**src/rtl/fetch_unit_if.sv**
```systemverilog
// rtl/fetch_unit_if.sv - fetch stage bus: instruction memory, redirect and decode handshakes
interface fetch_unit_if;
  logic        imem_req_o;
  logic [31:0] imem_addr_o;
  logic        imem_valid_i;
  logic [31:0] imem_rdata_i;
  logic        redirect_i;
  logic [31:0] redirect_pc_i;
  logic        ins_valid_o;
  logic        ins_ready_i;
  logic [31:0] instruction_o;
  logic [31:0] pc_o;
  logic        misaligned_o;
  logic [31:0] fetch_count_o;

  modport master (
    output imem_req_o,
    output imem_addr_o,
    input  imem_valid_i,
    input  imem_rdata_i,
    input  redirect_i,
    input  redirect_pc_i,
    output ins_valid_o,
    input  ins_ready_i,
    output instruction_o,
    output pc_o,
    output misaligned_o,
    output fetch_count_o
  );

  modport slave (
    input  imem_req_o,
    input  imem_addr_o,
    output imem_valid_i,
    output imem_rdata_i,
    output redirect_i,
    output redirect_pc_i,
    input  ins_valid_o,
    output ins_ready_i,
    input  instruction_o,
    input  pc_o,
    input  misaligned_o,
    input  fetch_count_o
  );
endinterface

```
**src/rtl/fetch_unit.sv**
```systemverilog
// rtl/fetch_unit.sv - RV32I fetch stage: PC ownership, imem request/valid, decode valid/ready, redirects
module fetch_unit #(
  parameter logic [31:0] RESET_PC = 32'h0000_0000,
  parameter logic [31:0] NOP_INSN = 32'h0000_0013
) (
  input  logic clk_i,
  input  logic reset_i,
  fetch_unit_if.master bus
);

  localparam logic [2:0] S_IDLE  = 3'd0;
  localparam logic [2:0] S_FETCH = 3'd1;
  localparam logic [2:0] S_HOLD  = 3'd2;
  localparam logic [2:0] S_FLUSH = 3'd3;
  localparam logic [2:0] S_FAULT = 3'd4;

  logic [2:0]  state;
  logic [31:0] pc;
  logic [31:0] pending_pc;
  logic [31:0] instruction_q;
  logic [31:0] pc_q;
  logic        ins_valid_q;
  logic        misaligned_q;
  logic [31:0] fetch_count_q;

  logic        target_bad;
  logic        mem_valid;

  assign target_bad = (bus.redirect_pc_i[1:0] != 2'b00);
  // The memory response only means something while a request is outstanding.
  assign mem_valid  = bus.imem_valid_i && ((state == S_FETCH) || (state == S_FLUSH));

  assign bus.imem_req_o    = (state == S_FETCH) || (state == S_FLUSH);
  assign bus.imem_addr_o   = pc;
  assign bus.ins_valid_o   = ins_valid_q;
  assign bus.instruction_o = instruction_q;
  assign bus.pc_o          = pc_q;
  assign bus.misaligned_o  = misaligned_q;
  assign bus.fetch_count_o = fetch_count_q;

  always_ff @(posedge clk_i or posedge reset_i) begin
    if (reset_i) begin
      state         <= S_IDLE;
      pc            <= RESET_PC;
      pending_pc    <= RESET_PC;
      instruction_q <= NOP_INSN;
      pc_q          <= RESET_PC;
      ins_valid_q   <= 1'b0;
      misaligned_q  <= 1'b0;
      fetch_count_q <= 32'd0;
    end else if (state == S_FAULT) begin
      ins_valid_q   <= 1'b0;
      instruction_q <= NOP_INSN;
      misaligned_q  <= 1'b1;
    end else if (bus.redirect_i && target_bad) begin
      state         <= S_FAULT;
      ins_valid_q   <= 1'b0;
      instruction_q <= NOP_INSN;
      misaligned_q  <= 1'b1;
    end else if (bus.redirect_i) begin
      // A redirect kills whatever is held and steers the next fetch.
      if (state == S_HOLD) begin
        ins_valid_q   <= 1'b0;
        instruction_q <= NOP_INSN;
        pc            <= bus.redirect_pc_i;
        state         <= S_FETCH;
      end else if ((state == S_FETCH) || (state == S_FLUSH)) begin
        if (mem_valid) begin
          pc    <= bus.redirect_pc_i;
          state <= S_FETCH;
        end else begin
          pending_pc <= bus.redirect_pc_i;
          state      <= S_FLUSH;
        end
      end else begin
        pc    <= bus.redirect_pc_i;
        state <= S_FETCH;
      end
    end else begin
      case (state)
        S_IDLE: begin
          state <= S_FETCH;
        end
        S_FETCH: begin
          if (mem_valid) begin
            instruction_q <= bus.imem_rdata_i;
            pc_q          <= pc;
            ins_valid_q   <= 1'b1;
            state         <= S_HOLD;
          end
        end
        S_HOLD: begin
          if (bus.ins_ready_i) begin
            ins_valid_q   <= 1'b0;
            instruction_q <= NOP_INSN;
            pc            <= pc + 32'd4;
            fetch_count_q <= fetch_count_q + 32'd1;
            state         <= S_FETCH;
          end
        end
        S_FLUSH: begin
          // The stale response at the old address is dropped here.
          if (mem_valid) begin
            pc    <= pending_pc;
            state <= S_FETCH;
          end
        end
        default: begin
          state <= S_FAULT;
        end
      endcase
    end
  end

endmodule

```
**src/flat_wrapper.sv**
```systemverilog
// flat-port wrapper written by rule: the top's interface ports become plain ports
module fetch_unit_flat 
#(
  parameter logic [31:0] RESET_PC = 32'h0000_0000,
  parameter logic [31:0] NOP_INSN = 32'h0000_0013
)
  (clk_i, reset_i, bus_imem_req_o, bus_imem_addr_o, bus_imem_valid_i, bus_imem_rdata_i, bus_redirect_i, bus_redirect_pc_i, bus_ins_valid_o, bus_ins_ready_i, bus_instruction_o, bus_pc_o, bus_misaligned_o, bus_fetch_count_o);
  fetch_unit_if bus_i ();
  input  logic clk_i;
  input  logic reset_i;
  output wire logic [$bits(bus_i.imem_req_o)-1:0] bus_imem_req_o;
  output wire logic [$bits(bus_i.imem_addr_o)-1:0] bus_imem_addr_o;
  input wire logic [$bits(bus_i.imem_valid_i)-1:0] bus_imem_valid_i;
  input wire logic [$bits(bus_i.imem_rdata_i)-1:0] bus_imem_rdata_i;
  input wire logic [$bits(bus_i.redirect_i)-1:0] bus_redirect_i;
  input wire logic [$bits(bus_i.redirect_pc_i)-1:0] bus_redirect_pc_i;
  output wire logic [$bits(bus_i.ins_valid_o)-1:0] bus_ins_valid_o;
  input wire logic [$bits(bus_i.ins_ready_i)-1:0] bus_ins_ready_i;
  output wire logic [$bits(bus_i.instruction_o)-1:0] bus_instruction_o;
  output wire logic [$bits(bus_i.pc_o)-1:0] bus_pc_o;
  output wire logic [$bits(bus_i.misaligned_o)-1:0] bus_misaligned_o;
  output wire logic [$bits(bus_i.fetch_count_o)-1:0] bus_fetch_count_o;
  assign bus_imem_req_o = bus_i.imem_req_o;
  assign bus_imem_addr_o = bus_i.imem_addr_o;
  assign bus_i.imem_valid_i = bus_imem_valid_i;
  assign bus_i.imem_rdata_i = bus_imem_rdata_i;
  assign bus_i.redirect_i = bus_redirect_i;
  assign bus_i.redirect_pc_i = bus_redirect_pc_i;
  assign bus_ins_valid_o = bus_i.ins_valid_o;
  assign bus_i.ins_ready_i = bus_ins_ready_i;
  assign bus_instruction_o = bus_i.instruction_o;
  assign bus_pc_o = bus_i.pc_o;
  assign bus_misaligned_o = bus_i.misaligned_o;
  assign bus_fetch_count_o = bus_i.fetch_count_o;
  fetch_unit #(.RESET_PC(RESET_PC), .NOP_INSN(NOP_INSN)) u_core (.clk_i(clk_i), .reset_i(reset_i), .bus(bus_i));
endmodule
```
**config.mk**
```make
export PLATFORM = sky130hd
export DESIGN_NAME = fetch_unit_flat
export DESIGN_NICKNAME = d
export VERILOG_FILES = /design/src/rtl/fetch_unit_if.sv /design/src/rtl/fetch_unit.sv /design/src/flat_wrapper.sv
export SDC_FILE = /design/constraint.sdc
export NUM_CORES = 1
export LEC_CHECK = 0
export CORE_ASPECT_RATIO = 0.9
export CORE_MARGIN = 1.5
export CORE_UTILIZATION = 35
export DETAILED_ROUTE_END_ITERATION = 10
export PLACE_DENSITY = 0.72
export SLEW_MARGIN = 20
export SYNTH_ARGS = -nofsm -noshare
export SYNTH_HDL_FRONTEND = slang
export SYNTH_SLANG_ARGS = --single-unit
```
**constraint.sdc**
```tcl
create_clock -name clk_i -period 8.3 [get_ports clk_i]
set_input_delay 1.66 -clock clk_i [delete_from_list [all_inputs] [get_ports clk_i]]
set_output_delay 1.66 -clock clk_i [all_outputs]
set_load 0.02 [all_outputs]
```
After elaboration in Yosys (flattened, before gate mapping)
Cells that the tools add are included.
- register bits after elaboration: 165
- input bits: 69
- output and inout port bits: 131
- add/subtract/negate cells: 2
- equal/unequal tests: 13
- muxes and demuxes: 32
- bitwise logic cells: 5
- reductions and logical operators: 14
- operator list (kind ; number):
    $mux 32 ; 12
    $pmux 32 s2 ; 2
    $add 32x1->32 const B ; 1
    $add 32x3->32 const B ; 1
    $mux 3 ; 6
    $ne 4x2->1 const B ; 3
    $pmux 3 s4 ; 1
    $reduce_and 6->1 ; 2
    $reduce_and 5->1 ; 2
    $mux 1 ; 8
    $reduce_and 4->1 ; 2
    $eq 3x2->1 const B ; 2
    $ne 5x2->1 const B ; 1
    $ne 5x3->1 const B ; 1
    $not 1->1 ; 5
    $mux 2 ; 2
    $ne 4x1->1 const B ; 1
    $ne 4x3->1 const B ; 1
    $reduce_bool 2->1 ; 2
    $reduce_bool 4->1 ; 1
    $eq 3x1->1 const B ; 1
    $eq 3x3->1 const B ; 1
    $logic_not 3->1 ; 1
    $ne 3x2->1 const B ; 1
    5 further kinds ; 6

Logic depth before layout (Yosys ltp)
- word-level depth: 8
- depth in mapped cells: 8

Worst setup path after synthesis
No wires, ideal clock.
- kind: input to register
- from: input port bus_ins_ready_i
- to: register u_core.pc[29] (netlist: u_core.bus.imem_addr_o[29])
- arrival time: 3038 ps
- slack: 5138 ps
- stages: 7
- path buffers: 2
- cell sequence: buf_4 > o21a_1 > o2111a_1 > a31o_1 > buf_6 > mux2_4 > a211o_1
- longest elaborated chain between the ends: 2
- RTL lines (element ; line ; text):
    start: declaration ; flat_wrapper.sv:18 ; input wire logic [$bits(bus_i.ins_ready_i)-1:0] bus_ins_ready_i;
    $ne 3x3->1 (no line) ; -- ;
    $reduce_and 6->1 (no line) ; -- ;
    end signal: assignment ; fetch_unit.sv:65 ; pc <= bus.redirect_pc_i;
    end signal: assignment ; fetch_unit.sv:69 ; pc <= bus.redirect_pc_i;
    end signal: assignment ; fetch_unit.sv:76 ; pc <= bus.redirect_pc_i;
    end: declaration ; fetch_unit.sv:18 ; logic [31:0] pc;
Every way passes these cells.
A chain may end at the register's enable or synchronous reset.

Final worst setup path
- from: input port bus_redirect_pc_i[0]
- to: register u_core.pc[29] (netlist: u_core.bus.imem_addr_o[29])
- longest elaborated chain between the ends: 4
- RTL lines (element ; line ; text):
    start: declaration ; flat_wrapper.sv:16 ; input wire logic [$bits(bus_i.redirect_pc_i)-1:0] bus_redirect_pc_i;
    $reduce_bool 2->1 ; fetch_unit.sv:29 ; assign target_bad = (bus.redirect_pc_i[1:0] != 2'b00);
    $logic_and 1x1->1 ; fetch_unit.sv:55 ; end else if (bus.redirect_i && target_bad) begin
    $not 1->1 (no line) ; -- ;
    $reduce_and 6->1 (no line) ; -- ;
Every way passes these cells.

==> summary.md <==
| Metric | Value |
|---|---|
| Status | complete, no violations |
| CTS clock-pin slew for the worst setup and hold paths | 70 ps |
| Largest net degree at the start of global routing | 84 |
| Unique masters post-synth | 59 |
| Die ar. | 22,600 um^2 |
| Mapped Area | 7610 um^2 |
| Detailed placement HPWL | 13.7 mm |
| Leakage | 4.65 nW |
| Reg area | 4130 um^2 |
| Via/cell ratio | 5.20 |
| CP endpoint kind | flip-flop |
| Grt total ovfl | 0 |
| DRT Wirelength | 20.2 mm |
| DP Area | 9820 um^2 |
| Setup ws final | 4390 ps |
| Worst endpoint data arrival time | 4220 ps |
| Setup TNS | 0 ps |
| Clk pwr share | 32.5% |
| Post-placement cell count | 1,129 |
| Initial Util | 36.1% |
| Number of synthesized register bits | 165 |
| Clock Skews | 11.3 ps |
| Clk_lat worst skew | 430 ps |
| CTS root buffer | clkbuf_16 |
| Mapped Cells | 677 |
| Area contributors post-synth | dfrtp_1, mux2_2, a22o_1, o21ai_0, nand2_1 |
| Iter 0 DRT Violations | 406 |
| Placer Congestion | 0.841 |
| Power per cell area | 244 nW/um^2 |
| GRT Total Usage | 18.5% |
| Post-CTS Setup Bufs | 0 |
| Area share of the leading cell type in the synthesized netlist | 53.3% |
| Area Growth Syn to Fin | 37.5% |
| Least-Margin Pin Slew | 1020 ps |
| CTS tree | done |
| Final #Nets | 934 |
| Final setup vio count | 0 |
| Comb pwr share | 25.0% |
| CP Launch Type | input pin |
| Max Cap Viol | 0 |
| Vias in the first global route | 5,990 |
| Port Buf Inserts | 199 |
| Worst R2R Path Depth | 5 |
| Die Span Y | 143 um |
| Wire per inst | 17.4 um |
| Final period utilization | 47.2% |
| Top FF cell, synth | dfrtp_1 |
| Syn_nets | 748 |
| Critical Path End | u_core.bus.imem_addr_o[29] |
| R2R Path End | u_core.bus.imem_addr_o[24] |
| Fin crit period | 3910 ps |
| Crit path launch | bus_redirect_pc_i[0] |
| Class of the worst hold path | flip-flop to flip-flop |
| Post-CTS Resized | 0 |
| Area leader, netlist | dfrtp_1 |
| Reg power frac | 42.5% |
| Register area share after synthesis | 54.3% |
| Critical path, cell by cell | clkdlybuf4s50_1 > o21ai_0 > o2111a_1 > a31o_1 > mux2_4 > a211o_1 |
| Worst IR Drop VDD | 136 uV |
| RSZ-0062 raised after global routing | no |
| Worst R2R Setup Slack | 5430 ps |
| Remaining DRCs | 0 |
| Final Hold Vio Count | 0 |
| Min-delay src | u_core.bus.instruction_o[4] |
| TritonRoute pass-1 iters | 4 |
| Switching Power | 0.826 mW |
| Post-route insts no fill | 1,162 |
| Slew margin rel. | 32.0% |
| Max Clk Rate | 255 MHz |
| Fillers | 1,899 |
| Max incr delay on CP | 600 ps |
| Layout cells sized above 1 | 13.6% |
| Number of synthesis warnings | 0 |
| Worst slack, placed | 3930 ps |
| Antenna Cells | 0 |
| DR vias | 6,043 |
| Net Sw Frac | 32.4% |
| ANT nets after route | 0 |
| Fraction of registers with async set/reset | 100% |
| Clk buf depth | 2 |
| Row count | 50 |
| Worst setup path class | input pin to flip-flop |
| Boundary Pins | 200 |
| H-tree depth | 4 |
| Die X | 158 um |
| Mapped Avg Cell Area | 11.2 um^2 |
| Num Clock Sinks | 165 |
| CP Max Fanout | 16 |
| Fin Hold WS | 461 ps |
| First-pass GRT wire length | 32.4 mm |
| RR Startpoint | u_core.state[2] |
| Slowest CP cell | o21ai_0 |
| Total CTS buffers | 17 |
| Final Cell Area | 10,500 um^2 |
| CTS Hold Bufs | 0 |
| Core area | 21,100 um^2 |
| Slew Limit Fails | 0 |
| Post-synth EDFFs | 0 |
| Worst Path Required | 8610 ps |
| Area occupied by multi-input gates | 3230 um^2 |
| Internal power | 1.73 mW |
| Initial antenna violation count | 0 |
-- synthesized netlist by cell type (4+ instances only) --
library cell	n
nand4_1	15
nand3_1	18
nor2b_1	5
a211oi_1	8
buf_6	4
o2bb2ai_1	4
a221oi_1	8
dfrtp_1	162
a31oi_1	11
xor2_1	15
a22o_1	32
and4_1	11
inv_1	13
buf_2	19
xnor2_1	19
a21oi_1	19
nor2_1	34
o211ai_1	5
nand2_1	51
and2_1	4
and3_1	30
mux2_2	64
clkbuf_1	14
o21ai_0	50
nor3_1	9
o22ai_1	5
-- layout by cell type, fill, tap and decap left out, types with 4 or more instances in the layout --
cell type	synthesis	routed
and2_1	4	4
o22ai_1	5	5
o21ai_0	50	50
xor2_1	15	15
a211oi_1	8	8
nand3_1	18	18
buf_4	1	6
a22o_1	32	32
mux2_2	64	64
clkbuf_16	0	17
o2bb2ai_1	4	4
nor2_1	34	34
a221oi_1	8	8
inv_1	13	12
nor2b_1	5	5
dfrtp_1	162	162
and4_1	11	10
xnor2_1	19	19
nor3_1	9	9
o211ai_1	5	5
a21oi_1	19	19
and3_1	30	30
nand2_1	51	51
clkdlybuf4s50_1	0	198
inv_6	0	5
nand4_1	15	15
a31oi_1	11	10
-- registers in the layout, indices dropped and copies added (netlist names) --
register	count
u_core.bus.ins_valid_o	1
u_core.state	3
u_core.bus.imem_addr_o	32
u_core.bus.misaligned_o	1
u_core.pending_pc	32
u_core.bus.pc_o	32
u_core.bus.fetch_count_o	32
u_core.bus.instruction_o	32
-- power by group through the flow --
stage,clock network (mW),logic [mW],registers (mW)
detailed placement,0,0.641,1.10
floorplan,0,0.221,1.17
CTS,0.851,0.643,1.08
global route,0.887,0.690,1.11
global placement,0,0.629,1.09
finish,0.829,0.639,1.09
-- cell families after synthesis --
| logic type | after synthesis | synth area share, % |
|---|---|---|
| and+or+nand+nor | 196 | 14.0 |
| DFF | 165 | 54.3 |
| AOI/OAI and AO/OA | 158 | 13.9 |
| muxes | 68 | 10.1 |
| buffers and inverters | 54 | 3.42 |
| xor gates and xnor gates | 34 | 3.92 |
| adders and majority gates | 2 | 0.329 |
-- worst max-delay path: cells and delay by family --
kind            cells  cell delay (ps)
compound gates      4             1760
mux                 1              350
buf+inv             1              450
-- through the flow --
stage,util (%),total power [mW]
6_report,49.6,2.55
3_3_place_gp,46.6,1.72
5_1_grt,49.6,2.68
4_1_cts,49.5,2.58
2_1_floorplan,-,1.39
3_5_place_dp,46.6,1.74
-- how the worst min path moves through the flow --
stage                             endpoint  slack [ps]  depth (start not counted)
5_1_grt        u_core.bus.instruction_o[4]         480                          2
2_1_floorplan         u_core.pending_pc[0]         450                          1
3_5_place_dp   u_core.bus.instruction_o[1]         450                          2
4_1_cts        u_core.bus.instruction_o[1]         460                          2
6_report       u_core.bus.instruction_o[4]         460                          2
3_3_place_gp   u_core.bus.instruction_o[1]         450                          2
-- per-layer routing --
metal  global-route usage (%)  share of wire, %  vias up
met1                     25.2                46     2995
met3                     4.89               6.3       20
met4                     5.80               1.6        0
met2                     28.7                46      174
met5                        0                 0        -
li1                         -                 -     2854
-- final cells by class --
type,instances,share of cell area [%]
sequential,165,39.5
tap,286,3.42
inverter,14,0.550
clock buffer,19,4.23
multi-input combinational,458,30.9
timing repair buffer,207,19.8
clock inverter,13,1.63
Power figures use the tool's default switching activity.
